`src/rtl/alu_pkg.sv`:
```
// Op codes, FSM state encoding and op-class helpers shared by the integer ALU and the decoder.
package alu_pkg;

  localparam logic [5:0] OP_ADD  = 6'b000000;
  localparam logic [5:0] OP_SUB  = 6'b000001;
  localparam logic [5:0] OP_MUL  = 6'b000010;
  localparam logic [5:0] OP_SQRT = 6'b000011;
  localparam logic [5:0] OP_DIV  = 6'b000100;
  localparam logic [5:0] OP_MOD  = 6'b000101;
  localparam logic [5:0] OP_AND  = 6'b000110;
  localparam logic [5:0] OP_OR   = 6'b000111;
  localparam logic [5:0] OP_XOR  = 6'b001000;
  localparam logic [5:0] OP_SLL  = 6'b001001;
  localparam logic [5:0] OP_SRL  = 6'b001010;
  localparam logic [5:0] OP_SRA  = 6'b001011;
  localparam logic [5:0] OP_SLA  = 6'b001100;
  localparam logic [5:0] OP_SLT  = 6'b001101;
  localparam logic [5:0] OP_SLTU = 6'b001110;
  localparam logic [5:0] OP_SEQ  = 6'b001111;
  localparam logic [5:0] OP_UDIV = 6'b011000;
  localparam logic [5:0] OP_UMOD = 6'b011001;

  localparam logic [2:0] ST_IDLE = 3'd0;
  localparam logic [2:0] ST_DIV  = 3'd1;
  localparam logic [2:0] ST_SQRT = 3'd2;
  localparam logic [2:0] ST_FIX  = 3'd3;
  localparam logic [2:0] ST_DONE = 3'd4;

  function automatic logic is_signed_div(input logic [5:0] op);
    return (op == OP_DIV) || (op == OP_MOD);
  endfunction

  function automatic logic is_div_op(input logic [5:0] op);
    return is_signed_div(op) || (op == OP_UDIV) || (op == OP_UMOD);
  endfunction

  function automatic logic is_mod_op(input logic [5:0] op);
    return (op == OP_MOD) || (op == OP_UMOD);
  endfunction

  function automatic logic is_iterative(input logic [5:0] op);
    return is_div_op(op) || (op == OP_SQRT);
  endfunction

endpackage

```
`src/rtl/int_divider_iter.sv`:
```
// Restoring unsigned divider, one quotient bit per edge, WIDTH edges after start.
// No backpressure: raw quotient/remainder stay valid until the next start.
module int_divider_iter #(
  parameter int WIDTH = 32
) (
  input  logic             Clock,
  input  logic             Reset,
  input  logic             start_i,
  input  logic [WIDTH-1:0] dividend_i,
  input  logic [WIDTH-1:0] divisor_i,
  output logic             busy_o,
  output logic             done_o,
  output logic [WIDTH-1:0] quo_o,
  output logic [WIDTH-1:0] rem_o
);

  localparam int CW = $clog2(WIDTH + 1);

  logic [WIDTH-1:0] rem_q, rem_d, quo_q, quo_d, dvs_q, dvs_d;
  logic [CW-1:0]    cnt_q, cnt_d;
  logic [WIDTH:0]   shifted;
  logic [WIDTH-1:0] diff;
  logic             ge;

  assign shifted = {rem_q, quo_q[WIDTH-1]};
  assign ge      = shifted >= {1'b0, dvs_q};
  // When ge holds the true difference is below the divisor, so modular W-bit subtraction is exact.
  assign diff    = shifted[WIDTH-1:0] - dvs_q;

  always_comb begin
    rem_d = rem_q;
    quo_d = quo_q;
    dvs_d = dvs_q;
    cnt_d = cnt_q;
    if (start_i) begin
      rem_d = '0;
      quo_d = dividend_i;
      dvs_d = divisor_i;
      cnt_d = CW'(WIDTH);
    end else if (busy_o) begin
      rem_d = ge ? diff : shifted[WIDTH-1:0];
      quo_d = {quo_q[WIDTH-2:0], ge};
      cnt_d = cnt_q - 1'b1;
    end
  end

  always_ff @(posedge Clock) begin
    if (Reset) begin
      rem_q <= '0;
      quo_q <= '0;
      dvs_q <= '0;
      cnt_q <= '0;
    end else begin
      rem_q <= rem_d;
      quo_q <= quo_d;
      dvs_q <= dvs_d;
      cnt_q <= cnt_d;
    end
  end

  assign busy_o = cnt_q != '0;
  // High during the final iteration: outputs are settled from the following cycle.
  assign done_o = cnt_q == CW'(1);
  assign quo_o  = quo_q;
  assign rem_o  = rem_q;

endmodule

```
`src/rtl/int_alu_seq.sv`:
```
// Integer/logic ALU: single-cycle ops latency 1, div/mod WIDTH+2, sqrt WIDTH/2+2 edges from accept.
// Result held in DONE until Out_ready; In_ready only in IDLE or DONE with Out_ready (back-to-back).
module int_alu_seq
  import alu_pkg::*;
#(
  parameter int WIDTH   = 32,
  parameter int SHAMT_W = $clog2(WIDTH)
) (
  input  logic             Clock,
  input  logic             Reset,
  input  logic             In_valid,
  output logic             In_ready,
  input  logic [5:0]       Op,
  input  logic [WIDTH-1:0] A,
  input  logic [WIDTH-1:0] B,
  output logic             Out_valid,
  input  logic             Out_ready,
  output logic [WIDTH-1:0] Result,
  output logic             Div_by_zero,
  output logic             Illegal_op
);

  localparam int HW  = WIDTH / 2;
  localparam int RW  = HW + 2;
  localparam int SCW = $clog2(HW + 1);

  logic [2:0]       state_q, state_d;
  logic [5:0]       op_q, op_d;
  logic [WIDTH-1:0] a_q, a_d, b_q, b_d, result_q, result_d;
  logic             dbz_q, dbz_d, ill_q, ill_d;
  logic [RW-1:0]    sq_r_q, sq_r_d;
  logic [HW-1:0]    sq_root_q, sq_root_d;
  logic [WIDTH-1:0] sq_a_q, sq_a_d;
  logic [SCW-1:0]   sq_cnt_q, sq_cnt_d;

  logic             accept, div_start, div_busy, div_done;
  logic [WIDTH-1:0] a_mag, b_mag, div_quo, div_rem, quo_fix, rem_fix, div_res;
  logic [WIDTH-1:0] alu_res;
  logic             alu_ill, q_neg, r_neg, b_zero;
  logic [RW-1:0]    sq_r_sh, sq_r_next;
  logic [SHAMT_W-1:0] shamt;

  assign In_ready = (state_q == ST_IDLE) || ((state_q == ST_DONE) && Out_ready);
  assign accept   = In_valid && In_ready;

  assign a_mag     = (is_signed_div(Op) && A[WIDTH-1]) ? (~A + 1'b1) : A;
  assign b_mag     = (is_signed_div(Op) && B[WIDTH-1]) ? (~B + 1'b1) : B;
  assign div_start = accept && is_div_op(Op) && !div_busy;

  int_divider_iter #(.WIDTH(WIDTH)) u_div (
    .Clock      (Clock),
    .Reset      (Reset),
    .start_i    (div_start),
    .dividend_i (a_mag),
    .divisor_i  (b_mag),
    .busy_o     (div_busy),
    .done_o     (div_done),
    .quo_o      (div_quo),
    .rem_o      (div_rem)
  );

  // Quotient truncates toward zero, remainder follows the dividend's sign.
  assign q_neg   = is_signed_div(op_q) && (a_q[WIDTH-1] ^ b_q[WIDTH-1]);
  assign r_neg   = is_signed_div(op_q) && a_q[WIDTH-1];
  assign quo_fix = q_neg ? (~div_quo + 1'b1) : div_quo;
  assign rem_fix = r_neg ? (~div_rem + 1'b1) : div_rem;
  assign b_zero  = b_q == '0;
  assign div_res = is_mod_op(op_q) ? (b_zero ? a_q : rem_fix) : (b_zero ? '1 : quo_fix);

  // Non-restoring root step: bring down two radicand bits, add or subtract the trial term.
  assign sq_r_sh   = (sq_r_q << 2) | {{(RW-2){1'b0}}, sq_a_q[WIDTH-1 -: 2]};
  assign sq_r_next = sq_r_q[RW-1] ? (sq_r_sh + {sq_root_q, 2'b11})
                                  : (sq_r_sh - {sq_root_q, 2'b01});

  assign shamt = B[SHAMT_W-1:0];

  always_comb begin
    alu_res = '0;
    alu_ill = 1'b0;
    case (Op)
      OP_ADD:           alu_res = A + B;
      OP_SUB:           alu_res = A - B;
      OP_MUL:           alu_res = A * B;
      OP_AND:           alu_res = A & B;
      OP_OR:            alu_res = A | B;
      OP_XOR:           alu_res = A ^ B;
      OP_SLL, OP_SLA:   alu_res = A << shamt;
      OP_SRL:           alu_res = A >> shamt;
      OP_SRA:           alu_res = $unsigned($signed(A) >>> shamt);
      OP_SLT:           alu_res = {{(WIDTH-1){1'b0}}, $signed(A) < $signed(B)};
      OP_SLTU:          alu_res = {{(WIDTH-1){1'b0}}, A < B};
      OP_SEQ:           alu_res = {{(WIDTH-1){1'b0}}, A == B};
      OP_SQRT, OP_DIV, OP_MOD, OP_UDIV, OP_UMOD: alu_res = '0;
      default:          alu_ill = 1'b1;
    endcase
  end

  always_comb begin
    state_d   = state_q;
    op_d      = op_q;
    a_d       = a_q;
    b_d       = b_q;
    result_d  = result_q;
    dbz_d     = dbz_q;
    ill_d     = ill_q;
    sq_r_d    = sq_r_q;
    sq_root_d = sq_root_q;
    sq_a_d    = sq_a_q;
    sq_cnt_d  = sq_cnt_q;
    case (state_q)
      ST_IDLE, ST_DONE: begin
        if (accept) begin
          op_d  = Op;
          a_d   = A;
          b_d   = B;
          dbz_d = 1'b0;
          ill_d = 1'b0;
          if (is_div_op(Op)) begin
            state_d = ST_DIV;
          end else if (Op == OP_SQRT) begin
            state_d   = ST_SQRT;
            sq_r_d    = '0;
            sq_root_d = '0;
            sq_a_d    = A;
            sq_cnt_d  = SCW'(HW);
          end else begin
            state_d  = ST_DONE;
            result_d = alu_res;
            ill_d    = alu_ill;
          end
        end else if ((state_q == ST_DONE) && Out_ready) begin
          state_d = ST_IDLE;
        end
      end
      ST_DIV: if (div_done) state_d = ST_FIX;
      ST_SQRT: begin
        sq_r_d    = sq_r_next;
        sq_root_d = {sq_root_q[HW-2:0], ~sq_r_next[RW-1]};
        sq_a_d    = sq_a_q << 2;
        sq_cnt_d  = sq_cnt_q - 1'b1;
        if (sq_cnt_q == SCW'(1)) state_d = ST_FIX;
      end
      ST_FIX: begin
        state_d = ST_DONE;
        if (op_q == OP_SQRT) begin
          result_d = {{(WIDTH-HW){1'b0}}, sq_root_q};
        end else begin
          result_d = div_res;
          dbz_d    = b_zero;
        end
      end
      default: state_d = ST_IDLE;
    endcase
  end

  always_ff @(posedge Clock) begin
    if (Reset) begin
      state_q   <= ST_IDLE;
      op_q      <= '0;
      a_q       <= '0;
      b_q       <= '0;
      result_q  <= '0;
      dbz_q     <= 1'b0;
      ill_q     <= 1'b0;
      sq_r_q    <= '0;
      sq_root_q <= '0;
      sq_a_q    <= '0;
      sq_cnt_q  <= '0;
    end else begin
      state_q   <= state_d;
      op_q      <= op_d;
      a_q       <= a_d;
      b_q       <= b_d;
      result_q  <= result_d;
      dbz_q     <= dbz_d;
      ill_q     <= ill_d;
      sq_r_q    <= sq_r_d;
      sq_root_q <= sq_root_d;
      sq_a_q    <= sq_a_d;
      sq_cnt_q  <= sq_cnt_d;
    end
  end

  assign Out_valid   = state_q == ST_DONE;
  assign Result      = result_q;
  assign Div_by_zero = dbz_q;
  assign Illegal_op  = ill_q;

endmodule

```
`config.mk`:
```
export PLATFORM = sky130hd
export DESIGN_NAME = int_alu_seq
export DESIGN_NICKNAME = d
export VERILOG_FILES = /design/src/rtl/alu_pkg.sv /design/src/rtl/int_divider_iter.sv /design/src/rtl/int_alu_seq.sv
export SDC_FILE = /design/constraint.sdc
export NUM_CORES = 2
export LEC_CHECK = 0
export BUFFER_PORTS_ARGS = -buffer_cell sky130_fd_sc_hd__buf_2
export CAP_MARGIN = 10
export CORE_MARGIN = 4
export CORE_UTILIZATION = 45
export CTS_CLUSTER_DIAMETER = 30
export DETAILED_ROUTE_END_ITERATION = 10
export HOLD_SLACK_MARGIN = 0.1
export SLEW_MARGIN = 15
export SYNTH_ARGS = -nofsm -noshare
export SYNTH_HDL_FRONTEND = slang
export SYNTH_HIERARCHICAL = 1
export SYNTH_SLANG_ARGS = --single-unit
export TNS_END_PERCENT = 5
```
`constraint.sdc`:
```
create_clock -name Clock -period 11.2 [get_ports Clock]
set_clock_uncertainty 0.2 [all_clocks]
set_input_delay 1.12 -clock Clock [delete_from_list [all_inputs] [get_ports Clock]]
set_output_delay 1.12 -clock Clock [all_outputs]
set_load 0.02 [all_outputs]
```
Word level (Yosys, flattened, before mapping)
Index checks and enable logic that the tools add are counted.
Word-level totals
  logic and storage cells: 159
  output and inout bits: 36
  bits of input ports: 74
  register bits: 280
Operators by class
  order comparisons: 3
  multipliers: 1
  bitwise gates (word level): 10
  equal/unequal tests: 36
  shifts and indexed selects: 3
  reductions and logical operators: 31
  add/subtract/negate cells: 11
  muxes and demuxes: 48
Operators by type and width (number)
  2-to-1 mux 32 bit: 17
  one-hot mux 32 bit (12 select lines): 1
  adder 32 x 1 -> 32 bit, second input constant: 4
  NOT 32 bit: 4
  one-hot mux 32 bit (2 select lines): 2
  2-to-1 mux 18 bit: 4
  less-than comparator 32 bit: 2
  subtractor 32 bit: 2
  equality test 6 x 4 -> 1 bit, second input constant: 8
  2-to-1 mux 16 bit: 3
  equality test 6 x 3 -> 1 bit, second input constant: 6
  one-hot mux 18 bit (2 select lines): 1
  >= comparator 33 x 32 -> 1 bit: 1
  adder 32 bit: 1
  AND 32 bit: 1
  equality test 32 bit: 1
  zero test 32 bit: 1
  multiplier 32 x 32 -> 32 bit: 1
  OR 32 bit: 1
  one-hot mux 16 bit (2 select lines): 1
  << shifter 32 x 5 -> 32 bit: 1
  right shift 32 x 5 -> 32 bit: 1
  >>> shifter 32 x 5 -> 32 bit: 1
  XOR 32 bit: 1
  35 further kinds: 77

Longest topological paths before layout
  depth after elaboration: 8
  mapped depth: 33
  gate-level depth less buffers: 27

Hierarchy
Netlist, hierarchy kept.
By module, submodules not included
  int_alu_seq: seq. area each 3543.4 µm², area an instance 34713.3 µm², cells an instance 4541, times used 1
  int_divider_iter: seq. area each 2042.0 µm², area an instance 6163.4 µm², cells an instance 796, times used 1

Worst setup path after synthesis
No wires, ideal clock.
  path type: input to register
  from: input port B[2]
  to: register result_q[29], in the netlist Result[29]
  stages: 30
  setup time: 0.122 ns
  setup slack: 1.667 ns
  arrival: 9.211 ns
  path buffers: 6
  data required time: 10.878 ns
  cell sequence: clkbuf_1 -> inv_1 -> buf_1 -> clkbuf_1 -> clkbuf_1 -> clkbuf_1 -> nor2_1 -> fa_1 -> inv_1 -> fa_1 -> fa_1 -> fa_1 -> inv_1 -> fa_1 -> inv_1 -> fa_1 -> inv_1 -> fa_1 -> fa_1 -> ha_1 -> clkbuf_1 -> and4_1 -> nand3_1 -> a211o_1 -> a31o_2 -> o31ai_1 -> o22ai_1 -> o21ai_0 -> nand3_1 -> a221o_1
Between the ends
  word-level cells in the longest chain between the ends: 6
  elaborated cells between the ends (all ways): 11
  those cells by class: add/sub (2); mul (1); shift (3); mux (5)
Ends and longest elaborated chain
  start, declared: RTL line int_alu_seq.sv:15  | input logic [WIDTH-1:0] B,
  multiplier 32 x 32 -> 32 bit, or another cell as far along: RTL line int_alu_seq.sv:83  | OP_MUL: alu_res = A * B;
  one-hot mux 32 bit (12 select lines) (*): RTL line int_alu_seq.sv:80  | case (Op)
  2-to-1 mux 32 bit (*): RTL line int_alu_seq.sv:120  | end else if (Op == OP_SQRT) begin
  2-to-1 mux 32 bit (*): RTL line int_alu_seq.sv:118  | if (is_div_op(Op)) begin
  2-to-1 mux 32 bit (*): RTL line int_alu_seq.sv:112  | if (accept) begin
  one-hot mux 32 bit (2 select lines) (*): RTL line int_alu_seq.sv:110  | case (state_q)
  end signal, assigned: RTL line int_alu_seq.sv:174  | result_q <= result_d;
  end, declared: RTL line int_alu_seq.sv:29  | logic [WIDTH-1:0] a_q, a_d, b_q, b_d, result_q, result_d;
Every way passes the cells marked *; elsewhere a longest branch is shown, timed or not. The select of a mux whose other input is x is not followed.
A chain may end at the register's enable or synchronous reset.

Worst setup path after layout
  from: input port A[11]
  to: register result_q[31], in the netlist Result[31]
Between the ends
  word-level cells in the longest chain between the ends: 6
  elaborated cells between the ends (all ways): 11
  those cells by class: add/sub (2); mul (1); shift (3); mux (5)
Ends and longest elaborated chain
  start, declared: RTL line int_alu_seq.sv:14  | input logic [WIDTH-1:0] A,
  multiplier 32 x 32 -> 32 bit, or another cell as far along: RTL line int_alu_seq.sv:83
  one-hot mux 32 bit (12 select lines) (*): RTL line int_alu_seq.sv:80
  2-to-1 mux 32 bit (*): RTL line int_alu_seq.sv:120
  2-to-1 mux 32 bit (*): RTL line int_alu_seq.sv:118
  2-to-1 mux 32 bit (*): RTL line int_alu_seq.sv:112
  one-hot mux 32 bit (2 select lines) (*): RTL line int_alu_seq.sv:110
Marked as above.

==> impl_metrics.py <==
metrics = {
    "outcome": {
        "run_status": "finished clean",
    },
    "logic_synthesis": {
        "syn_area_per_cell_um2": 7.659,
        "syn_inst": 5337,
        "synthAdderAreaFrac_pct": 28.58,
        "synth_top_flop_cell": "dfxtp_1",
        "yosysSeqAreaShare_pct": 13.66,
        "ys_types": 108,
        "yosys_warnings": 6,
        "synth_compound_area_share_pct": 17.54,
        "synth-edff-count": 0,
        "netlist_area_um2": 40880,
        "synth.area.mux_share_pct": 5.461,
        "syn-num-nets": 6098,
        "synth_xor_area_share_pct": 6.278,
        "synth_top_family_by_area": "adder cells",
        "yosys.area_share.simple_pct": 19.69,
        "synth-async-reset-ratio_pct": 0,
        "yosys_register_bits": 279,
    },
    "clocking": {
        "cts-buffers-inserted": 74,
        "root_buffer": "clkbuf_16",
        "hold_buffers": 0,
        "cts.sinks": 279,
        "clock_latency_ns": 0.65,
        "cts_setup_buffers": 0,
        "clock_path_buffers": 3,
        "htree_levels": 3,
        "ctsResizeCount": 0,
        "cts_tree": "done",
        "clk_pin_slew_ns": 0.04,
    },
    "drt": {
        "avgRoutedWirePerCell_um": 28.97,
        "post-route-drc-count": 0,
        "drt_iter0_drc": 5405,
        "drt-vias-per-instance": 6.355,
        "drt-pass1-iter-count": 7,
        "ant_nets": 0,
        "dr_total_vias": 41140,
        "wirelength_mm": 187.5,
    },
    "critical_path": {
        "crit_top_cell": "fa_1",
        "critPathLaunchType": "input port",
        "crit_arrival_ns": 9.47,
        "critPathCaptureType": "flop",
        "cp.required_ns": 11.47,
        "crit_type": "in -> reg",
        "ff2ff_path_depth": 9,
        "critical_path.slowest_cell": "o31ai_1",
        "cp_max_fo": 22,
        "slowest_delay_ns": 0.80,
    },
    "floorplanning": {
        "rows": 110,
        "core_area_um2": 90010,
        "pin_count": 110,
        "initial_utilization_pct": 45.41,
        "die_h_um": 309.4,
        "die_area_um2": 95720,
        "die_w_um": 309.4,
    },
    "global_route": {
        "antenna_found_initial": 6,
        "grt_pass1_vias": 39680,
        "grt_usage_pct": 38.62,
        "grt_pass1_wl_mm": 271.4,
        "overflow": 0,
        "grt_max_degree": 105,
    },
    "timing": {
        "hold_ws_ns": 0.2483,
        "setup-tns-final_ns": 0,
        "min_period_ns": 9.203,
        "rsz0062_at_grt": "no",
        "max-slew-margin-rel_pct": 10.22,
        "finalMaxSlewViolations": 0,
        "worst_pin_slew_ns": 1.343,
        "period_share_pct": 82.17,
        "fin_ws_ns": 1.997,
        "setup_viol": 0,
        "hold_viol": 0,
        "max_freq_ghz": 0.1087,
    },
    "hold_path": {
        "hold_depth": 2,
        "hp-class": "reg -> reg",
    },
    "placed_design": {
        "gp_congestion": 1.033,
        "placed_cells": 6331,
        "hpwl_mm": 140.2,
        "pre_cts_ws_ns": 1.489,
        "port_buffers": 109,
    },
    "finish": {
        "fillers": 8957,
        "drive_above_1_share_pct": 9.069,
        "nNetsFinal": 5993,
        "stdcell_count": 6473,
        "areaGrowthSynthToFinish_pct": 9.550,
    },
    "flow_run": {
        "max-cap-violations": 0,
    },
}
[cell usage after synthesis (33+ instances only)]
| library cell | instances | area, um2 |
|---|---|---|
| o21ai_0 | 201 | 1006 |
| a21oi_1 | 434 | 2172 |
| xor2_1 | 63 | 551.8 |
| o22ai_1 | 40 | 250.2 |
| nor2_1 | 792 | 2973 |
| buf_1 | 53 | 198.9 |
| nor3_1 | 97 | 485.5 |
| a21o_1 | 33 | 247.7 |
| clkbuf_1 | 300 | 1126 |
| a211oi_1 | 49 | 367.9 |
| nor4_1 | 37 | 231.5 |
| a31oi_1 | 59 | 369.1 |
| fa_1 | 411 | 8228 |
| nand3_1 | 99 | 495.5 |
| dfxtp_1 | 279 | 5585 |
| mux2i_1 | 88 | 880.8 |
| mux4_2 | 57 | 1284 |
| a2111oi_0 | 39 | 341.6 |
| xnor2_1 | 230 | 2014 |
| ha_1 | 276 | 3453 |
| inv_1 | 514 | 1929 |
| nand2_1 | 637 | 2391 |
[path summary, 6_finish.rpt]
kind                         end        from  slack [ns]
setup / recovery      Result[31]       A[11]        2.00
hold / removal            a_q[0]      a_q[0]        0.25
setup reg to reg  u_div/rem_o[0]  state_q[1]        6.71
hold reg to reg           a_q[0]      a_q[0]        0.25
[routing by layer]
layer | vias up | part of all wire [%] | global-route usage (%)
li1 | 17760 | - | -
met1 | 19970 | 39 | 51.49
met2 | 2797 | 40 | 54.61
met3 | 604 | 13 | 11.81
met4 | 8 | 7.4 | 24.02
met5 | - | 0.065 | 0.5443
[placed cells by master, fill, tap and decap left out, types with 88 or more instances in the layout]
cell type,count
dfxtp_1,279
o21ai_0,201
inv_1,513
nand2_1,636
buf_4,99
nand3_1,99
nor2_1,790
ha_1,276
xnor2_1,230
nor3_1,94
buf_2,106
a21oi_1,434
fa_1,411
mux2i_1,88
[worst max-delay path: cells and delay by family]
kind | cells | cell delay (ns)
AOI/OAI and AO/OA | 6 | 1.90
xor gates and xnor gates | 1 | 0.10
buffers and inverters | 6 | 1.28
and+or+nand+nor | 4 | 0.78
adders and majority gates | 9 | 4.29
[sequential cells by signal (all words and copies together) (netlist names)]
name	count
u_div/cnt_q	6
Illegal_op	1
state_q	3
sq_root_q	16
sq_r_q	17
op_q	6
b_q	32
sq_a_q	32
u_div/quo_o	32
sq_cnt_q	5
Result	32
a_q	32
u_div/rem_o	32
Div_by_zero	1
u_div/dvs_q	32
[final cells by class]
class	instances	area (um2)	area share [%]
Multi-Input combinational cell	4134	31760	70.92
Sequential cell	279	5585	12.47
Inverter	536	2013	4.496
Clock buffer	90	1972	4.403
Tap cell	1176	1471	3.286
Timing Repair Buffer	207	1295	2.892
Clock inverter	47	674.4	1.506
Antenna cell	4	10.01	0.02235
[cell families after synthesis]
logic type / Yosys count
multiplexers: 151
XOR/XNOR: 293
AND/OR/NAND/NOR: 1867
flip-flops: 279
buffers and inverters: 924
AO/OA/AOI/OAI: 1136
adder cells (fa/ha/maj): 687
[per-stage QoR]
stage	area (um2)	util, %
after floorplan	40880	-
after global placement	42120	46.79
after detailed placement	42120	46.79
after CTS	44760	49.73
after global routing	44770	49.74
final	44780	49.75
Power is left out: the tool's default activity adds up to more than one toggle a clock period on the data nets, which glitch-free logic cannot reach.
